===== src/rtl/simplerisc_pkg.sv =====
// Shared SimpleRISC constants: opcodes, immediate modifiers, error codes and
// encoder FSM state encodings, plus small decode helpers.
package simplerisc_pkg;

  localparam logic [4:0] OP_ADD  = 5'b00000;
  localparam logic [4:0] OP_MOV  = 5'b01001;
  localparam logic [4:0] OP_NOP  = 5'b01101;
  localparam logic [4:0] OP_BEQ  = 5'b10000;
  localparam logic [4:0] OP_BGT  = 5'b10001;
  localparam logic [4:0] OP_B    = 5'b10010;
  localparam logic [4:0] OP_CALL = 5'b10011;
  localparam logic [4:0] OP_RET  = 5'b10100;

  localparam logic [1:0] MOD_SEXT    = 2'b00;
  localparam logic [1:0] MOD_ZEXT    = 2'b01;
  localparam logic [1:0] MOD_HIGH    = 2'b10;
  localparam logic [1:0] MOD_ILLEGAL = 2'b11;

  localparam logic [1:0] ERR_NONE   = 2'b00;
  localparam logic [1:0] ERR_IMM    = 2'b01;
  localparam logic [1:0] ERR_BRANCH = 2'b10;
  localparam logic [1:0] ERR_MOD    = 2'b11;

  localparam logic [1:0] ST_IDLE = 2'd0;
  localparam logic [1:0] ST_ENC  = 2'd1;
  localparam logic [1:0] ST_WR   = 2'd2;

  function automatic logic is_branch(input logic [4:0] op);
    return (op == OP_B) || (op == OP_BEQ) || (op == OP_BGT) || (op == OP_CALL);
  endfunction

  function automatic logic is_bare(input logic [4:0] op);
    return (op == OP_NOP) || (op == OP_RET);
  endfunction

endpackage


===== src/rtl/encode_word.sv =====
// Combinational packer: builds the 32-bit instruction word from its fields and
// flags immediate-range, branch-range and illegal-modifier errors.
module encode_word
  import simplerisc_pkg::*;
(
  input  logic [4:0]  op,
  input  logic        ibit,
  input  logic [3:0]  rd,
  input  logic [3:0]  rs1,
  input  logic [3:0]  rs2,
  input  logic [1:0]  modifier,
  input  logic [31:0] imm_value,
  input  logic [31:0] target,
  input  logic [31:0] pc,
  output logic [31:0] word,
  output logic        err,
  output logic [1:0]  err_code
);

  logic [31:0] offset;

  always_comb begin
    word      = '0;
    err       = 1'b0;
    err_code  = ERR_NONE;
    offset    = target - pc;
    word[31:27] = op;
    if (is_branch(op)) begin
      // Offset is in words, unscaled; it must sign-extend from bit 26.
      word[26:0] = offset[26:0];
      if (!((offset[31:26] == 6'h00) || (offset[31:26] == 6'h3f))) begin
        err      = 1'b1;
        err_code = ERR_BRANCH;
      end
    end else if (!is_bare(op)) begin
      word[25:22] = rd;
      word[21:18] = rs1;
      if (ibit) begin
        word[26]    = 1'b1;
        word[17:16] = modifier;
        case (modifier)
          MOD_SEXT: begin
            word[15:0] = imm_value[15:0];
            if (!((imm_value[31:15] == 17'h00000) || (imm_value[31:15] == 17'h1ffff))) begin
              err      = 1'b1;
              err_code = ERR_IMM;
            end
          end
          MOD_ZEXT: begin
            word[15:0] = imm_value[15:0];
            if (imm_value[31:16] != 16'h0000) begin
              err      = 1'b1;
              err_code = ERR_IMM;
            end
          end
          MOD_HIGH: begin
            word[15:0] = imm_value[31:16];
            if (imm_value[15:0] != 16'h0000) begin
              err      = 1'b1;
              err_code = ERR_IMM;
            end
          end
          default: begin
            err      = 1'b1;
            err_code = ERR_MOD;
          end
        endcase
      end else begin
        word[17:14] = rs2;
      end
    end
  end

endmodule


===== src/rtl/instruction_encoder.sv =====
// Accepts instruction fields, encodes them and writes the word to instruction
// memory at a self-incrementing address. FSM: IDLE -> ENC -> WR -> IDLE.
module instruction_encoder
  import simplerisc_pkg::*;
#(
  parameter logic [31:0] BASE_ADDR = 32'h0000_0000
) (
  input  logic        clk,
  input  logic        rst,
  input  logic        in_valid,
  output logic        in_ready,
  input  logic [4:0]  op,
  input  logic        ibit,
  input  logic [3:0]  rd,
  input  logic [3:0]  rs1,
  input  logic [3:0]  rs2,
  input  logic [1:0]  modifier,
  input  logic [31:0] imm_value,
  input  logic [31:0] target,
  input  logic        pc_load,
  input  logic [31:0] pc_value,
  output logic        mem_we,
  output logic [31:0] mem_addr,
  output logic [31:0] mem_wdata,
  input  logic        mem_ready,
  output logic        err_valid,
  output logic [1:0]  err_code,
  output logic [15:0] words_written,
  output logic [1:0]  state_dbg
);

  // Handshake: a field set transfers on a rising edge where in_valid and
  // in_ready are both high; a memory write completes where mem_we and
  // mem_ready are both high, and mem_we/addr/wdata hold until then.
  logic [1:0]  state;
  logic [31:0] pc;
  logic [4:0]  op_q;
  logic        ibit_q;
  logic [3:0]  rd_q, rs1_q, rs2_q;
  logic [1:0]  modifier_q;
  logic [31:0] imm_q, target_q;
  logic [31:0] enc_word;
  logic        enc_err;
  logic [1:0]  enc_code;

  assign in_ready  = (state == ST_IDLE) && !pc_load && !rst;
  assign state_dbg = state;

  encode_word u_encode_word (
    .op        (op_q),
    .ibit      (ibit_q),
    .rd        (rd_q),
    .rs1       (rs1_q),
    .rs2       (rs2_q),
    .modifier  (modifier_q),
    .imm_value (imm_q),
    .target    (target_q),
    .pc        (pc),
    .word      (enc_word),
    .err       (enc_err),
    .err_code  (enc_code)
  );

  always_ff @(posedge clk) begin
    if (rst) begin
      state         <= ST_IDLE;
      pc            <= BASE_ADDR;
      mem_we        <= 1'b0;
      mem_addr      <= '0;
      mem_wdata     <= '0;
      err_valid     <= 1'b0;
      err_code      <= ERR_NONE;
      words_written <= '0;
    end else begin
      err_valid <= 1'b0;
      case (state)
        ST_IDLE: begin
          if (pc_load) begin
            pc <= pc_value;
          end else if (in_valid) begin
            op_q       <= op;
            ibit_q     <= ibit;
            rd_q       <= rd;
            rs1_q      <= rs1;
            rs2_q      <= rs2;
            modifier_q <= modifier;
            imm_q      <= imm_value;
            target_q   <= target;
            state      <= ST_ENC;
          end
        end
        ST_ENC: begin
          if (enc_err) begin
            err_valid <= 1'b1;
            err_code  <= enc_code;
            state     <= ST_IDLE;
          end else begin
            mem_we    <= 1'b1;
            mem_addr  <= pc;
            mem_wdata <= enc_word;
            state     <= ST_WR;
          end
        end
        ST_WR: begin
          if (mem_ready) begin
            mem_we        <= 1'b0;
            pc            <= pc + 32'd1;
            words_written <= words_written + 16'd1;
            state         <= ST_IDLE;
          end
        end
        default: state <= ST_IDLE;
      endcase
    end
  end

endmodule


===== config.mk =====
export PLATFORM = sky130hd
export DESIGN_NAME = instruction_encoder
export DESIGN_NICKNAME = d
export VERILOG_FILES = /design/src/rtl/simplerisc_pkg.sv /design/src/rtl/encode_word.sv /design/src/rtl/instruction_encoder.sv
export SDC_FILE = /design/constraint.sdc
export NUM_CORES = 1
export LEC_CHECK = 0
export CAP_MARGIN = 20
export CORE_MARGIN = 4
export CORE_UTILIZATION = 50
export CTS_BUF_LIST = sky130_fd_sc_hd__clkbuf_8 sky130_fd_sc_hd__clkbuf_16
export DETAILED_ROUTE_END_ITERATION = 12
export PLACE_DENSITY = 0.89
export SKIP_LAST_GASP = 1
export SYNTH_ARGS = -nofsm -noshare
export SYNTH_HDL_FRONTEND = slang
export SYNTH_SLANG_ARGS = --single-unit

===== constraint.sdc =====
create_clock -name clk -period 12.8 [get_ports clk]
set_input_delay 3.84 -clock clk [delete_from_list [all_inputs] [get_ports clk]]
set_output_delay 3.84 -clock clk [all_outputs]
set_load 0.005 [all_outputs]

=== Yosys cells after proc, flatten, opt, wreduce, memory -nomap -nowiden ===
Index checks and enable logic that the tools add are counted.
Widths: inputs -> output; s select.

* Equal/unequal tests: 17
* Bitwise operators: 4
* $add $sub $neg: 3
* Mux-type cells: 34
* Reduce and logical (&&, ||, !) cells: 27

{| class="wikitable"
|+ Operators with widths
! operator !! count
|-
| $mux 32 || 2
|-
| $pmux 32 s2 || 1
|-
| $mux 27 || 2
|-
| $add 32x1->32 const B || 1
|-
| $pmux 16 s2 || 1
|-
| $reduce_bool 16->1 || 2
|-
| $sub 32x32->32 || 1
|-
| $eq 5x5->1 const B || 5
|-
| $eq 17x17->1 const B || 1
|-
| $logic_not 17->1 || 1
|-
| $add 16x1->16 const B || 1
|-
| $mux 2 || 8
|-
| $mux 1 || 14
|-
| $mux 14 || 1
|-
| $pmux 2 s3 || 2
|-
| $ne 2x2->1 const B || 5
|-
| $reduce_and 3->1 || 3
|-
| $eq 6x6->1 const B || 1
|-
| $logic_not 6->1 || 1
|-
| $logic_or 1x1->1 || 6
|-
| $reduce_and 2->1 || 3
|-
| $eq 5x4->1 const B || 1
|-
| $eq 2x1->1 const B || 2
|-
| $eq 2x2->1 const B || 2
|-
| 10 further kinds || 18
|}

* Word-level logic and storage cells: 101
* Flip-flop bits (word level): 202
* Output and inout port bits: 87

=== Longest topological paths before layout ===
Gate-level depths: netlist of run 1.

* Word-level depth: 9
* Mapped depth: 17

=== Modules after synthesis ===
From an unflattened synthesis of run 1, not the netlist that was laid out.

* Cells, all modules: 1,145
* Area, all modules: 10,278.6 µm²

{| class="wikitable"
|+ Modules (own cells, without submodules)
! module !! sequential area each (µm²) !! area each (µm²) !! cells an instance !! times used
|-
| instruction_encoder || 4,884.7 || 7,723.7 || 761 || 1
|-
| encode_word || 0.0 || 2,555.0 || 384 || 1
|}

=== Worst setup path after synthesis of run 1 ===
No wires, ideal clock.

* Path type: input port to output port
* Start point: input rst
* End point: output in_ready
* Arrival: 4.318 ns
* Setup slack: 4.642 ns
* Path buffers: 1
* Cell stages on the path: 2
* Path through: clkbuf_1 nor4_1

* Word-level cells in the longest chain between the ends: 2

{| class="wikitable"
|+ RTL lines
! what !! line !! text
|-
| start: declaration || instruction_encoder.sv:9 || <nowiki>input logic rst,</nowiki>
|-
| $logic_not 1->1 || instruction_encoder.sv:46 || <nowiki>assign in_ready = (state == ST_IDLE) && !pc_load && !rst;</nowiki>
|-
| $logic_and 1x1->1 || instruction_encoder.sv:46 ||
|-
| end: declaration || instruction_encoder.sv:11 || <nowiki>output logic in_ready,</nowiki>
|}

Every way passes these cells.

=== Final worst setup path of run 1 ===
* Start point: input pc_load
* End point: output in_ready

* Word-level cells in the longest chain between the ends: 3

{| class="wikitable"
|+ RTL lines
! what !! line !! text
|-
| start: declaration || instruction_encoder.sv:20 || <nowiki>input logic pc_load,</nowiki>
|-
| $logic_not 1->1 || instruction_encoder.sv:46 ||
|-
| $logic_and 1x1->1 (2 in series) || instruction_encoder.sv:46 ||
|}

Every way passes these cells.

==> results.json, run 1 <==
{
  "die_h_um": 150,
  "period_share_pct": 71.5,
  "cts_root_buf": "clkbuf_16",
  "path_class": "primary input to output pin",
  "synth_seq_cells": 202,
  "area_growth_pct": 30.3,
  "cts_sinks": 202,
  "slew-limit-headroom_pct": 26.6,
  "grt_max_degree": 86,
  "syn_area_per_cell_sq_um": 9.13,
  "multi_input_area_sq_um": 4750,
  "finalSetupViolCount": 0,
  "finalSetupTns_ns": 0,
  "fin_util_pct": 66.7,
  "final_cell_mix": "206 x clkdlybuf4s50_1, 170 x a21oi_1, 118 x dfxtp_1",
  "drive_above_1_share_pct": 5.19,
  "slowest_stage": "clkdlybuf4s50_1",
  "postCtsHoldBufs": 0,
  "cts-resized-gates": 0,
  "vias": 9291,
  "track_usage_pct": 25.7,
  "synthesis.area_sq_um": 10100,
  "diodes": 0,
  "synth_enable_flop_cells": 84,
  "nNetsFinal": 1429,
  "slowest_delay_ns": 0.60,
  "rsz0062_at_grt": "false",
  "overflow": 0,
  "power_per_cell_area_nw_per_um2": 127,
  "routed_wl_mm": 29.7,
  "leakage_nw": 4.49,
  "hpwl_mm": 21.1,
  "io_buffers": 207,
  "status": "finished clean",
  "muxShareOfSynthArea_pct": 0.323,
  "cts_tree": "built",
  "crit_top_cell": "clkdlybuf4s50_1",
  "initial_core_util_pct": 51.2,
  "io_pins": 208,
  "grt_pass1_vias": 8762,
  "finalHoldViolCount": 0,
  "synth-compound-area-share_pct": 22.4,
  "die_width_um": 150,
  "h-tree-depth": 1,
  "required_ns": 8.96,
  "yosysWarnings": 0,
  "ys_seq_area_share_pct": 48.5,
  "final_common_cell": "clkdlybuf4s50_1",
  "n_fill_cell": 1548,
  "clkSlewWorstSetupHoldPaths_ns": 0.06,
  "antenna_found_initial": 0,
  "drcViolationCount": 0,
  "clk_latency_ns": 0.52,
  "vdd_drop_max_mv": 0.0970,
  "clk_path_buf_depth": 3,
  "ys.flop_type": "dfxtp_1",
  "drtIter0Drc": 891,
  "tightest_slew_ns": 1.09,
  "drv_cap": 0,
  "seq_area_sq_um": 4880,
  "fin_skew_ns": 0.00934,
  "cts_setup_buffers": 0,
  "gp_congestion": 0.935,
  "critPathMaxFanout": 3,
  "synthAdderAreaFrac_pct": 4.30,
  "netlist_instances": 1103,
  "fmax_ghz": 0.109,
  "mappedNetlistNets": 1258,
  "arrival_ns": 5.31,
  "die_area_sq_um": 22500,
  "startpoint_type": "primary input",
  "grt_pass1_wl_mm": 46.4,
  "ant_nets": 0,
  "cts-buffers-inserted": 22,
  "worstPathCellList": "clkdlybuf4s50_1, nor4_1, clkdlybuf4s50_1",
  "routedWlPerCell_um": 19.1,
  "drt-pass1-iter-count": 5,
  "synth-async-reset-ratio_pct": 0,
  "synth-xor-area-share_pct": 3.83,
  "cp-end-kind": "output pin",
  "rows": 51,
  "synth_top_family_by_area": "compound AO/OA/AOI/OAI gates",
  "yosysUniqueCellTypes": 64,
  "finalCriticalPeriod_ns": 9.15,
  "drv_slew": 0,
  "hold_path_class": "flop to flop",
  "core_area_sq_um": 19700,
  "holdWs_ns": 0.460,
  "vias_per_cell": 5.97,
  "synthSimpleGateAreaFrac_pct": 16.2
}
-- layout make-up --
class                   count  area share, %
multi-input cells         794           36.3
well taps                 265           2.53
clock buffers              23           4.30
repair buffers            217           16.4
clock inverters            17           2.17
flip-flops and latches    202           37.2
inverters                  37           1.06
-- cells in the mapped netlist, types with 2 or more instances --
master      n  area share (%)
a211oi_1   37             2.8
a21boi_0    2            0.15
a21o_1     13            0.97
a21oi_1   170             8.5
a221oi_1    2            0.17
a22oi_1    23             1.7
a311oi_1    4            0.35
a31oi_1     3            0.19
and2_1      5            0.31
and3_1      8            0.50
and4_1      3            0.26
buf_1       4            0.15
buf_2       4            0.20
buf_4       3            0.22
buf_8       2            0.30
clkbuf_1   56             2.1
dfxtp_1   118              23
edfxtp_1   84              25
ha_1       33             4.1
inv_1      37             1.4
mux2_2      2            0.22
nand2_1    66             2.5
nand2b_1   10            0.62
nand3_1    59             2.9
nand4_1    20             1.2
nor2_1    100             3.7
nor2b_1    24             1.5
nor3_1     16            0.80
nor4_1     13            0.81
o211ai_1    5            0.37
o21a_1      5            0.37
o21ai_0    76             3.8
o21ai_1     2           0.099
o21bai_1    4            0.30
o22a_1      3            0.26
o22ai_1     4            0.25
o31ai_1    11            0.82
o41ai_1     2            0.17
or2_2       3            0.19
xnor2_1    20             1.7
xor2_1     24             2.1
-- routing by layer --
| metal | GRT usage (%) | up-vias | part of all wire [%] |
|---|---|---|---|
| met1 | 33.8 | 4343 | 41 |
| met5 | 0 | - | 0 |
| met2 | 41.2 | 472 | 45 |
| li1 | - | 4390 | - |
| met3 | 6.78 | 86 | 10 |
| met4 | 8.92 | 0 | 3.6 |
-- where the power goes --
| group | leakage, nW | switching, mW | internal, mW |
|---|---|---|---|
| clock | 0.408 | 0.270 | 0.464 |
| combinational | 2.35 | 0.119 | 0.0998 |
| sequential | 1.73 | 0.0190 | 0.693 |
-- worst max-delay path, delay by kind of cell --
family	cells	cell delay (ns)
simple gates	1	0.43
buf+inv	2	1.04
-- kinds of logic (layout without fill, tap and decap cells) --
| group | after synthesis | in the layout |
|---|---|---|
| mux | 3 | 3 |
| compound gates | 378 | 378 |
| simple gates | 335 | 335 |
| xor+xnor | 44 | 44 |
| flops | 202 | 202 |
| buf+inv | 107 | 294 |
| fa+ha+maj | 34 | 34 |
-- worst paths after layout --
kind,from,to,slack [ns],cells after the start
worst min register to register,mem_we,mem_we,0.46,2
worst max register to register,pc[0],mem_addr[28],7.89,15
worst min-delay path,mem_we,mem_we,0.46,2
worst max-delay path,pc_load,in_ready,3.65,3
-- registers in the layout, indices dropped and copies added (netlist names), 4 cells and up --
name           flops
imm_q             32
mem_addr          32
mem_wdata         32
pc                32
target_q          32
words_written     16
op_q               5
rd_q               4
rs1_q              4
rs2_q              4
-- stage by stage --
stage               cells  setup WS, ns  power [mW]  instance area, sq um
floorplan            1103          4.64       0.849                 10100
global placement     1514          3.73       0.935                 12200
detailed placement   1514          3.65       0.940                 12200
CTS                  1554          3.63        1.67                 13100
global route         1555          3.54        1.73                 13100
finish               1555          3.65        1.67                 13100
No activity file was read; power rests on OpenSTA's default activity.
==> run 2: changes to the inputs <==
--- a/config.mk
+++ b/config.mk
@@ -7,10 +7,10 @@
 export LEC_CHECK = 0
 export CAP_MARGIN = 20
 export CORE_MARGIN = 4
-export CORE_UTILIZATION = 50
+export CORE_UTILIZATION = 47
 export CTS_BUF_LIST = sky130_fd_sc_hd__clkbuf_8 sky130_fd_sc_hd__clkbuf_16
 export DETAILED_ROUTE_END_ITERATION = 12
-export PLACE_DENSITY = 0.89
+export PLACE_DENSITY = 0.88
 export SKIP_LAST_GASP = 1
 export SYNTH_ARGS = -nofsm -noshare
 export SYNTH_HDL_FRONTEND = slang
==> constraint.sdc (replaced) <==
create_clock -name clk -period 8.2 [get_ports clk]
set_input_delay 2.46 -clock clk [delete_from_list [all_inputs] [get_ports clk]]
set_output_delay 2.46 -clock clk [all_outputs]
set_load 0.005 [all_outputs]
==> run 2 against run 1 <==
  * Sequential power grew 56%
  * Sequential share of layout area is essentially flat
  * Critical path depth is the same
  * Wire length grew 1.2%
  * Global-route usage shrank 1.8 points
  * Core utilization shrank 4.3 points
  * Clock-buffer cell count grew 3
  * Critical path type unchanged
  * Largest power group unchanged
==> results.json, run 2 (synthesis gave the netlist of run 1 again) <==
{
  "die_h_um": 154,
  "cts_tree": "built",
  "path_class": "primary input to output pin",
  "track_usage_pct": 23.9,
  "ant_nets": 0,
  "drcViolationCount": 0,
  "postCtsHoldBufs": 0,
  "fmax_ghz": 0.158,
  "worstPathCellList": "clkdlybuf4s50_1, nor4_1, clkdlybuf4s50_1",
  "slowest_stage": "clkdlybuf4s50_1",
  "seq_power_share_pct": 43.1,
  "area_growth_pct": 30.3,
  "vdd_drop_max_mv": 0.157,
  "grt_pass1_wl_mm": 46.9,
  "drtIter0Drc": 799,
  "hpwl_mm": 21.7,
  "clkSlewWorstSetupHoldPaths_ns": 0.06,
  "stdcell_count": 1566,
  "antenna_found_initial": 0,
  "cp-end-kind": "output pin",
  "final_common_cell": "clkdlybuf4s50_1",
  "power.share.switching_pct": 24.7,
  "drv_slew": 0,
  "fin_skew_ns": 0.0144,
  "fin_util_pct": 62.4,
  "cp.buffers_inverters": 2,
  "final_cell_mix": "206 x clkdlybuf4s50_1, 170 x a21oi_1, 118 x dfxtp_1",
  "finalHoldViolCount": 0,
  "h-tree-depth": 1,
  "critPathMaxFanout": 3,
  "internal-power_mw": 1.95,
  "overflow": 0,
  "finalSetupViolCount": 0,
  "routed_wl_mm": 30.0,
  "pwr-share-clk_pct": 43.6,
  "io_buffers": 207,
  "clk_path_buf_depth": 3,
  "cpLargestDelayFamily": "buffers and inverters",
  "cts-buffers-inserted": 23,
  "placedCellCount": 1523,
  "status": "finished clean",
  "cts_root_buf": "clkbuf_16",
  "leakage_nw": 4.49,
  "vias_per_cell": 5.89,
  "cts_setup_buffers": 0,
  "holdWs_ns": 0.459,
  "p_comb_share_pct": 13.3,
  "io_pins": 208,
  "drive_above_1_share_pct": 5.19,
  "rsz0062_at_grt": "false",
  "gp_congestion": 0.931,
  "routedWlPerCell_um": 19.2,
  "finalSetupTns_ns": 0,
  "nNetsFinal": 1429,
  "drv_cap": 0,
  "diodes": 0,
  "slowest_delay_ns": 0.59,
  "grt_max_degree": 89,
  "hold_path_class": "flop to flop",
  "cts-resized-gates": 0,
  "core_area_sq_um": 21000,
  "cts_sinks": 202,
  "drt-pass1-iter-count": 5,
  "die_width_um": 154,
  "n_fill_cell": 1685,
  "clk_latency_ns": 0.51,
  "power_per_cell_area_nw_per_um2": 197,
  "period_share_pct": 77.3,
  "initial_core_util_pct": 47.9,
  "grt_pass1_vias": 8896,
  "arrival_ns": 3.88,
  "die_area_sq_um": 23800,
  "tightest_slew_ns": 1.18,
  "finalCriticalPeriod_ns": 6.34,
  "slew-limit-headroom_pct": 20.1,
  "crit_top_cell": "clkdlybuf4s50_1",
  "required_ns": 5.74,
  "vias": 9220,
  "rows": 53,
  "switchingPower_uw": 636,
  "startpoint_type": "primary input"
}
run 2: cell count changes in the layout (fill, tap and decap cells not counted), sizes merged:
cell,previous run,this run
clkbuf,23,26
clkinv,5,3
buf,11,10
bufinv,7,5
inv,39,42
run 2: metrics by stage:
stage | instance area [sq um] | power, mW | worst slack (ns)
floorplan | 10100 | 1.32 | 2.76
global placement | 12300 | 1.46 | 1.91
detailed placement | 12300 | 1.47 | 1.87
CTS | 13100 | 2.59 | 1.87
global route | 13100 | 2.67 | 1.69
finish | 13100 | 2.58 | 1.86
run 2: worst paths after layout:
check / start / endpoint / slack [ns] / cells past startpoint
worst max-delay path: pc_load / in_ready / 1.86 / 3
worst min-delay path: mem_we / mem_we / 0.46 / 2
worst max register to register: pc[4] / mem_wdata[25] / 3.18 / 14
worst min register to register: mem_we / mem_we / 0.46 / 2
run 2: power groups by stage:
| stage | combinational (mW) | sequential (mW) | clock, mW |
|---|---|---|---|
| after floorplan | 0.202 | 1.12 | 0 |
| after global placement | 0.332 | 1.13 | 0 |
| after detailed placement | 0.337 | 1.13 | 0 |
| after CTS | 0.340 | 1.11 | 1.14 |
| after global routing | 0.374 | 1.12 | 1.18 |
| final | 0.344 | 1.11 | 1.13 |
run 2: metal layers:
metal | vias up | routed length, um | global-route usage, %
li1 | 4380 | - | -
met1 | 4362 | 12500 | 32.3
met2 | 420 | 14100 | 39.1
met3 | 58 | 2660 | 4.64
met4 | 0 | 794 | 7.19
met5 | - | 0 | 0
run 2: layout make-up:
cell class	instances	area, sq um	area share, %
tap	275	344	2.62
clock inverter	16	214	1.63
sequential	202	4880	37.2
timing repair buffer	216	2150	16.4
multi-input combinational	794	4750	36.3
clock buffer	26	628	4.79
inverter	37	139	1.06
run 2: worst register-to-register path: stages, from the launching register on:
cell	delay, ns
dfxtp_1	0.44
inv_1	0.13
ha_1	0.38
o211ai_1	0.10
a21oi_1	0.22
o21ai_1	0.19
o41ai_1	1.04
a21oi_1	0.19
xnor2_1	0.28
nand2_1	0.07
or4_4	0.44
nand3_2	0.55
buf_4	0.47
a21oi_1	0.15
a211oi_1	0.27
==> run 3: changes to the inputs <==
==> constraint.sdc (replaced) <==
create_clock -name clk -period 5.7 [get_ports clk]
set_input_delay 1.71 -clock clk [delete_from_list [all_inputs] [get_ports clk]]
set_output_delay 1.71 -clock clk [all_outputs]
set_load 0.005 [all_outputs]
==> run 3 against run 2 <==
  * Combinational power increased by 44%
  * First-iteration DRC count increased by 7.8%
  * Non-clock buffer count increased by 5
  * Global-route usage decreased by 1.1 points
  * Die area unchanged
  * Power increased by 38%
  * Clock-buffer cell count increased by 1
  * Sequential share of layout area about the same
  * Wire length decreased by 3.4%
  * Sequential power increased by 44%
  * Worst hold slack got worse by 0.0045 ns
  * Cell count increased by 0.19%
  * Critical path type unchanged
  * Critical endpoint unchanged
  * Largest cell class unchanged
  * Highest routed layer is now met5
==> results.json, run 3 (synthesis gave the netlist of run 1 again) <==
{
  "grt_max_degree": 89,
  "vdd_drop_max_mv": 0.221,
  "finalSetupViolCount": 0,
  "grt_pass1_vias": 8493,
  "clk_path_buf_depth": 3,
  "holdWs_ns": 0.454,
  "drv_slew": 0,
  "cts_tree": "built",
  "holdCritStartpoint": "mem_we",
  "drive_above_1_share_pct": 5.33,
  "drcViolationCount": 0,
  "clkSlewWorstSetupHoldPaths_ns": 0.06,
  "initial_core_util_pct": 47.9,
  "postCtsHoldBufs": 0,
  "power_per_cell_area_nw_per_um2": 271,
  "cts-resized-gates": 0,
  "finalHoldViolCount": 0,
  "path_class": "primary input to output pin",
  "rows": 53,
  "io_pins": 208,
  "vias_per_cell": 5.86,
  "hold_path_class": "flop to flop",
  "leakage_nw": 4.48,
  "clk_latency_ns": 0.51,
  "final_common_cell": "clkdlybuf4s50_1",
  "gp_congestion": 0.913,
  "cp-end-kind": "output pin",
  "p_total_mw": 3.56,
  "cts_sinks": 202,
  "overflow": 0,
  "die_width_um": 154,
  "ant_nets": 0,
  "final_cell_mix": "206 x clkdlybuf4s50_1, 170 x a21oi_1, 118 x dfxtp_1",
  "die_h_um": 154,
  "startpoint_type": "primary input",
  "diodes": 0,
  "tightest_slew_ns": 0.932,
  "hpwl_mm": 21.2,
  "cts_setup_buffers": 0,
  "core_area_sq_um": 21000,
  "r2r-start": "pc[0]",
  "arrival_ns": 3.11,
  "routedWlPerCell_um": 18.5,
  "status": "finished clean",
  "die_area_sq_um": 23800,
  "drv_cap": 0,
  "rsz0062_at_grt": "false",
  "io_buffers": 207,
  "fmax_ghz": 0.208,
  "cts_root_buf": "clkbuf_16",
  "finalSetupTns_ns": 0,
  "area_growth_pct": 30.1,
  "finalCriticalPeriod_ns": 4.82,
  "slew-limit-headroom_pct": 37.8,
  "drt-pass1-iter-count": 5,
  "antenna_found_initial": 1,
  "drtIter0Drc": 861,
  "period_share_pct": 84.5,
  "track_usage_pct": 22.8,
  "nNetsFinal": 1433,
  "required_ns": 3.99,
  "cts-buffers-inserted": 22,
  "h-tree-depth": 1,
  "routed_wl_mm": 29.0,
  "critPathMaxFanout": 3,
  "grt_pass1_wl_mm": 44.6,
  "fin_skew_ns": 0.0143,
  "vias": 9194,
  "worstSetupStartpoint": "pc_load"
}
-- run 3: cell count changes in the layout (fill, tap and decap cells not counted), sizes merged --
cell    change
bufinv      -3
inv         -4
clkinv      +4
clkbuf      +1
buf         +5
-- run 3: layout make-up --
type,instances,area [sq um]
clock inverter,13,131
fill,1692,7920
inverter,37,139
sequential,202,4880
clock buffer,27,631
tap,275,344
multi-input combinational,794,4750
timing repair buffer,221,2210
-- run 3: layer usage --
| metal | vias up | wire [um] | track usage [%] |
|---|---|---|---|
| met1 | 4314 | 12300 | 32.0 |
| met4 | 2 | 601 | 5.63 |
| met3 | 43 | 2770 | 5.34 |
| li1 | 4402 | - | - |
| met5 | - | 13 | 0 |
| met2 | 433 | 13300 | 36.0 |
-- run 3: metrics by stage --
stage	cell area, sq um	cells	setup WS [ns]	utilization, %
2_1_floorplan	10100	1103	1.01	-
3_3_place_gp	12300	1526	0.924	58.4
3_5_place_dp	12300	1526	0.880	58.4
4_1_cts	13000	1566	0.876	62.0
5_1_grt	13100	1569	0.801	62.3
6_report	13100	1569	0.881	62.3
-- run 3: final timing paths --
check             endpoint  slack [ns]  cells after the start
max               in_ready        0.88                      3
min                 mem_we        0.45                      2
max reg2reg  mem_wdata[26]        1.38                     14
min reg2reg         mem_we        0.45                      2
-- run 3: critical path, cell delays in order --
cell and delay, ns:
clkdlybuf4s50_1 0.43, nor4_1 0.39, clkdlybuf4s50_1 0.58
-- run 3: report_power, final --
group / switching (mW) / total, mW / internal, mW
Clock: 0.583 / 1.46 / 0.878
Combinational: 0.267 / 0.496 / 0.229
Sequential: 0.0436 / 1.60 / 1.56
Total: 0.893 / 3.56 / 2.66
